--- src/rtl/div_seq.sv ---
// Restoring unsigned divider, one quotient bit per clock, start/done handshake.
// state  | meaning
// S_IDLE | waiting for go; last result held on quotient/remainder
// S_BUSY | one restoring step per edge, WIDTH steps in total
// S_DONE | one-cycle done pulse; go here starts the next op back-to-back
module div_seq #(
    parameter int WIDTH = 32
) (
    input  logic             clk,
    input  logic             reset_n,
    input  logic             go,
    input  logic [WIDTH-1:0] left,
    input  logic [WIDTH-1:0] right,
    output logic             ready,
    output logic             done,
    output logic [WIDTH-1:0] quotient,
    output logic [WIDTH-1:0] remainder
);

    localparam int CW = (WIDTH > 2) ? $clog2(WIDTH) : 1;
    localparam logic [CW-1:0] LAST_CNT = CW'(WIDTH - 1);

    typedef enum logic [1:0] {
        S_IDLE,
        S_BUSY,
        S_DONE
    } state_t;

    state_t           state;
    state_t           state_next;
    logic             accept;
    logic             last_step;
    logic [CW-1:0]    count;
    logic [WIDTH-1:0] dvd;
    logic [WIDTH-1:0] dvs;
    logic [WIDTH-1:0] rem;

    logic [WIDTH:0]   r_shift;
    logic [WIDTH:0]   diff;
    logic             qbit;
    logic [WIDTH-1:0] r_next;
    logic [WIDTH-1:0] q_next;

    always_ff @(posedge clk or negedge reset_n) begin
        if (!reset_n) begin
            state <= S_IDLE;
        end else begin
            state <= state_next;
        end
    end

    always_comb begin
        state_next = state;
        ready      = 1'b1;
        done       = 1'b0;
        accept     = 1'b0;
        last_step  = 1'b0;
        case (state)
            S_IDLE: begin
                if (go) begin
                    accept     = 1'b1;
                    state_next = S_BUSY;
                end
            end
            S_BUSY: begin
                ready = 1'b0;
                if (count == LAST_CNT) begin
                    last_step  = 1'b1;
                    state_next = S_DONE;
                end
            end
            S_DONE: begin
                done = 1'b1;
                if (go) begin
                    accept     = 1'b1;
                    state_next = S_BUSY;
                end else begin
                    state_next = S_IDLE;
                end
            end
            default: state_next = S_IDLE;
        endcase
    end

    // The borrow out of the WIDTH+1 bit subtract is the inverted compare result.
    always_comb begin
        r_shift = {rem, dvd[WIDTH-1]};
        diff    = r_shift - {1'b0, dvs};
        qbit    = ~diff[WIDTH];
        r_next  = qbit ? diff[WIDTH-1:0] : r_shift[WIDTH-1:0];
        q_next  = {dvd[WIDTH-2:0], qbit};
    end

    // The dividend register shifts out dividend bits and shifts in quotient bits.
    always_ff @(posedge clk or negedge reset_n) begin
        if (!reset_n) begin
            count     <= '0;
            dvd       <= '0;
            dvs       <= '0;
            rem       <= '0;
            quotient  <= '0;
            remainder <= '0;
        end else if (accept) begin
            count <= '0;
            dvd   <= left;
            dvs   <= right;
            rem   <= '0;
        end else if (state == S_BUSY) begin
            count <= count + 1'b1;
            dvd   <= q_next;
            rem   <= r_next;
            if (last_step) begin
                quotient  <= q_next;
                remainder <= r_next;
            end
        end
    end

endmodule

--- config.mk ---
export PLATFORM = sky130hd
export DESIGN_NAME = div_seq
export DESIGN_NICKNAME = d
export VERILOG_FILES = /design/src/rtl/div_seq.sv
export SDC_FILE = /design/constraint.sdc
export NUM_CORES = 1
export LEC_CHECK = 0
export ABC_AREA = 1
export BUFFER_PORTS_ARGS = -buffer_cell sky130_fd_sc_hd__buf_4
export CAP_MARGIN = 20
export CELL_PAD_IN_SITES_DETAIL_PLACEMENT = 0
export CELL_PAD_IN_SITES_GLOBAL_PLACEMENT = 1
export CORE_MARGIN = 5
export CORE_UTILIZATION = 42
export DETAILED_ROUTE_END_ITERATION = 10
export PLACE_DENSITY_LB_ADDON = 0.1
export SLEW_MARGIN = 40
export SYNTH_ARGS = -nofsm -noshare
export SYNTH_HDL_FRONTEND = slang
export SYNTH_SLANG_ARGS = --single-unit
--- constraint.sdc ---
create_clock -name clk -period 2.6 [get_ports clk]
set_input_delay 0.52 -clock clk [delete_from_list [all_inputs] [get_ports clk]]
set_output_delay 0.52 -clock clk [all_outputs]
set_load 0.005 [all_outputs]
=== After elaboration in Yosys (flattened, before gate mapping) ===
Cells that the tools add are included.

* Register bits: 167
* Latch bits: 0
* RAM bits: 0
* Bits in read-only memories: 0
* Bits of input ports: 67
* Output and inout bits: 66
* Logic and storage cells: 38
* Memories: 0

* Add/sub/neg operators: 2
* Multipliers: 0
* Div/mod/pow operators: 0
* $lt $le $gt $ge: 0
* Equality and inequality tests: 5
* Shifts and indexed selects: 0
* Multiplexer cells: 17
* Bitwise logic cells: 2
* Reduce and logical (&&, ||, !) cells: 5

{| class="wikitable"
|+ Operators by type and width
! cell !! number
|-
| two-way mux 32 bit || 5
|-
| subtractor 33 x 32 -> 33 bit || 1
|-
| two-way mux 5 bit || 2
|-
| two-way mux 1 bit || 7
|-
| case mux 2 bit (3 select lines) || 1
|-
| adder 5 x 1 -> 5 bit, second input constant || 1
|-
| equality test 5 bit, second input constant || 1
|-
| two-way mux 2 bit || 2
|-
| inequality test 2 bit, second input constant || 2
|-
| AND reduction 3 bit || 1
|-
| equality test 2 x 1 -> 1 bit, second input constant || 1
|-
| equality test 2 bit, second input constant || 1
|-
| logical NOT 2 bit || 1
|-
| inverter 1 bit || 2
|-
| AND reduction 2 bit || 1
|-
| nonzero test 2 bit || 1
|-
| OR reduction 2 bit || 1
|}

=== Logic depth before layout (Yosys ltp) ===
* Word-level depth: 5
* Mapped depth: 19
* Depth with buffers taken out: 18

=== Least setup slack after synthesis ===
OpenSTA, ideal clock, no wires.

* Path type: reg-to-reg
* From: register dvd[31]
* To: register remainder[4]
* Setup time: 118 ps
* Data arrival time: 2,052 ps
* Required time: 2,482 ps
* Path slack: 430 ps
* Stages on the path, launching flop included: 19
* Buffers on the path: 1
* Clock period less this slack: 2,170 ps
* Cells stage by stage: dfrtp_1 > inv_1 > ha_1 > fa_1 > inv_1 > nand2_1 > nand2_1 > nand3_1 > nand2_1 > nand2_1 > nand2_2 > nand2_2 > nand2_2 > nand2_1 > nand2_2 > buf_4 > nand2_1 > nand3_1 > nand2_1

* Longest elaborated chain between the ends: 2

{| class="wikitable"
|+ Ends and longest elaborated chain
! what !! line !! RTL
|-
| start, declared || 34 || <nowiki>logic [WIDTH-1:0] dvd;</nowiki>
|-
| start signal, assigned || 105 || <nowiki>dvd <= left;</nowiki>
|-
| start signal, assigned || 110 || <nowiki>dvd <= q_next;</nowiki>
|-
| subtractor 33 x 32 -> 33 bit || 88 || <nowiki>diff = r_shift - {1'b0, dvs};</nowiki>
|-
| two-way mux 32 bit || 90 || <nowiki>r_next = qbit ? diff[WIDTH-1:0] : r_shift[WIDTH-1:0];</nowiki>
|-
| end signal, assigned || 114 || <nowiki>remainder <= r_next;</nowiki>
|-
| end, declared || 17 || <nowiki>output logic [WIDTH-1:0] remainder</nowiki>
|}

Every way passes these cells.
A chain may end at the register's enable or synchronous reset.

=== Worst setup path after layout ===
* From: register rem[23]
* To: register remainder[28]

* Longest elaborated chain between the ends: 2

{| class="wikitable"
|+ Ends and longest elaborated chain
! what !! line !! RTL
|-
| start, declared || 36 || <nowiki>logic [WIDTH-1:0] rem;</nowiki>
|-
| start signal, assigned || 111 || <nowiki>rem <= r_next;</nowiki>
|-
| subtractor 33 x 32 -> 33 bit || 88 ||
|-
| two-way mux 32 bit || 90 ||
|}

Every way passes these cells.

==> metrics.txt <==
Tcrit/Tclk final 0.9003; Slew Viols, Final 0; CP Class reg2reg; DR WL met3 1007 um; largest net degree at the start of global routing 63; # fillers 2349; CTS Sinks 167; die area 25640 um2; Starting Density 0.4220; DRT Pass-1 Iters 5; Pwr Total 0.01763 W; synth unique cells 33; Yosys top cell by area dfrtp_1; Clock Pin Slew Worst Setup and Hold Paths 0.08 ns; metal2 WL 11680 um; CTS tree yes; Max Fclk 427.2 MHz; wl on met1 12170 um; Mapped Cells 1336; layout cells sized above 1 0.1405; worst relative slew slack 0.5844; CP startpoint kind register; Critical Path RT between 2 and 3 ns; Remaining DRCs 0; status finished clean; Buf/Inv on CP 2; Post-DP HPWL 18640 um; Nets 1569; Max Cap Viol 0; number of vias per cell 4.751; Final GP Congestion 0.8740; initial detailed-routing violation count 512; boundary pin count 133; Port Buf Inserts 132; Worst R2R Path Depth 14; Post-DP Area between 10000 and 15000 um2; worst path cell trace ha_1, nand2_1, nor2_1, inv_1, nor3_2, and2_1, nand2_2, nand2_2, nand2_1, nand2_4, buf_6, nand2_1, nand3_1, nand2_1; area of the core 22430 um2; Finished Layout Cells roughly 1800; Tot GR Track Use 0.1978; syn_nets 1438; Hold Vio Cnt, Final 0; via count approximately 8400; Seq cells post-synth 167; internal reg-to-reg setup slack ~0.26 ns; Util after Layout 0.5140; Slew @ Worst Pin 0.6219 ns; crit-path most repeated cell nand2_1; register area share after synthesis 0.4414; htree depth 4; fin crit period about 2.3 ns; reg2reg start rem[23]$_DFFE_PN0P_; ant diodes 0; most area-consuming cells after synthesis dfrtp_1 (44%), nand2_1 (22%), inv_1 (9.3%), ha_1 (4.5%), nand3_1 (4.0%); Overflow after GRT 0; maximum VDD drop 0.6329 mV; RSZ-0062 raised after global routing no; post-route ant nets 0; CTS Buffer Depth 2; root buffer cell clkbuf_16; Critical Path Max Stage Delay 0.41 ns; Highest Signal Layer met4; Async SR Flop Fraction 1.000; Avg WL per Cell 14.30 um; FP Rows 55; PwrDens 1529 nW/um2; Primary FF master, synth dfrtp_1; most common cell after layout, fill and taps aside nand2_1; Critical R2R Capture remainder[28]$_DFFE_PN0P_; Final Skew about 0.0097 ns; Finish-stage setup viols 0; Critical-path top delay cell dfrtp_1; DIE WIDTH 160.1 um; TritonCTS buffer count 17; Post-synth EDFFs 0; Die Ht 160.1 um; multi-input logic area 4223 um2; Ys Warns 0; first-pass GRT wire length 41790 um; number of antenna violations at the first check in global routing 0; most frequent cells in the layout nand2_1 (561), inv_1 (234), dfrtp_1 (167); Post-CTS Resized 0; setup tns final 0 ns; syn_area_per_cell 7.086 um2; area grow syn2layout 21.81%; Syn Std Cell Area 9467 um2; CP endpoint kind register; hold buffers post-CTS 0; cell count after placement 1731; Top Family by Delay on Critical Path simple AND/OR/NAND/NOR gates; worst hold path class in2async; worst-path maximum fanout 8; WL final 25240 um; postcts setup bufs 0; Data arrival, critical path 2.68 ns; clock latency on the worst-skew pair approximately 0.44 ns; P_leak 6.321 nW; share of the synthesized area in the top cell type 0.4414; vias in the first global route a little over 8000; cell area after layout 11530 um2; FF+latch area 4179 um2
==> logic make-up (layout without fill, tap and decap cells) <==
kind of cell / count (synthesis) / after routing / synth area share
xor gates and xnor gates: 15 / 15 / 0.01388
adders and majority gates: 35 / 35 / 0.04705
buffers and inverters: 281 / 425 / 0.1153
and+or+nand+nor: 712 / 712 / 0.3008
AOI/OAI and AO/OA: 126 / 126 / 0.08155
DFF: 167 / 167 / 0.4414
==> worst register-to-register path, stage by stage (launching register included) <==
cell     delay (ns)
dfrtp_1        0.41
ha_1           0.41
nand2_1        0.13
nor2_1         0.10
inv_1          0.09
nor3_2         0.19
and2_1         0.18
nand2_2        0.07
nand2_2        0.06
nand2_1        0.08
nand2_4        0.10
buf_6          0.18
nand2_1        0.09
nand3_1        0.09
nand2_1        0.05
==> synthesized netlist by cell type (3+ instances only) <==
cell type	count
inv_2	3
buf_4	3
and2_1	4
nand3b_1	3
clkbuf_1	29
xnor2_1	12
buf_6	3
nor2_1	47
inv_1	235
nand4_1	6
nand2_2	6
xor2_1	3
ha_1	34
a21oi_1	21
nand2_1	563
nand3_1	75
buf_1	5
nor3_1	3
o21ai_0	66
dfrtp_1	167
o221ai_1	32
==> area by class of cell <==
cell class	count	share of cell area
sequential	167	0.3624
clock inverter	15	0.01573
multi-input combinational	888	0.3662
tap	285	0.03092
timing repair buffer	154	0.1100
inverter	239	0.07780
clock buffer	17	0.03689
==> state kept, by name, summed over array words and instances, names as in the netlist <==
signal,count
remainder,32
dvd,32
state,2
count,5
dvs,32
rem,32
quotient,32
==> worst max-delay path by stage <==
| stage | start | to | slack, ns | cells past startpoint |
|---|---|---|---|---|
| 5_1_grt | dvd[31]$_DFFE_PN0P_ | remainder[20]$_DFFE_PN0P_ | 0.0009 | 18 |
| 3_3_place_gp | dvd[31]$_DFFE_PN0P_ | remainder[23]$_DFFE_PN0P_ | 0.24 | 18 |
| 3_5_place_dp | dvd[31]$_DFFE_PN0P_ | remainder[6]$_DFFE_PN0P_ | 0.16 | 18 |
| 2_1_floorplan | dvd[31]$_DFFE_PN0P_ | remainder[4]$_DFFE_PN0P_ | 0.43 | 18 |
| 4_1_cts | dvd[31]$_DFFE_PN0P_ | remainder[6]$_DFFE_PN0P_ | 0.14 | 18 |
| 6_report | rem[23]$_DFFE_PN0P_ | remainder[28]$_DFFE_PN0P_ | 0.26 | 14 |
==> power by group <==
part | internal [W] | leakage (nW) | switching [W]
clock network | 0.00132 | 0.298 | 0.00132
logic | 0.00400 | 4.06 | 0.00685
registers | 0.00366 | 1.97 | 0.000487
==> metal layers <==
metal  vias to the layer above  GRT usage
met2                       162     0.3247
met3                        30    0.03768
met4                         0    0.04615
li1                       4354          -
met5                         -          0
met1                      3840     0.2726
==> per-stage QoR <==
| step | hold WS [ns] | setup slack (ns) |
|---|---|---|
| 6_report | 0.02803 | 0.2592 |
| 5_1_grt | 0.05301 | 0.0008591 |
| 4_1_cts | 0.04365 | 0.1415 |
| 3_5_place_dp | 0.4663 | 0.1586 |
| 3_3_place_gp | 0.4649 | 0.2408 |
| 2_1_floorplan | 0.2244 | 0.4298 |
(Power assumes the default switching activity.)
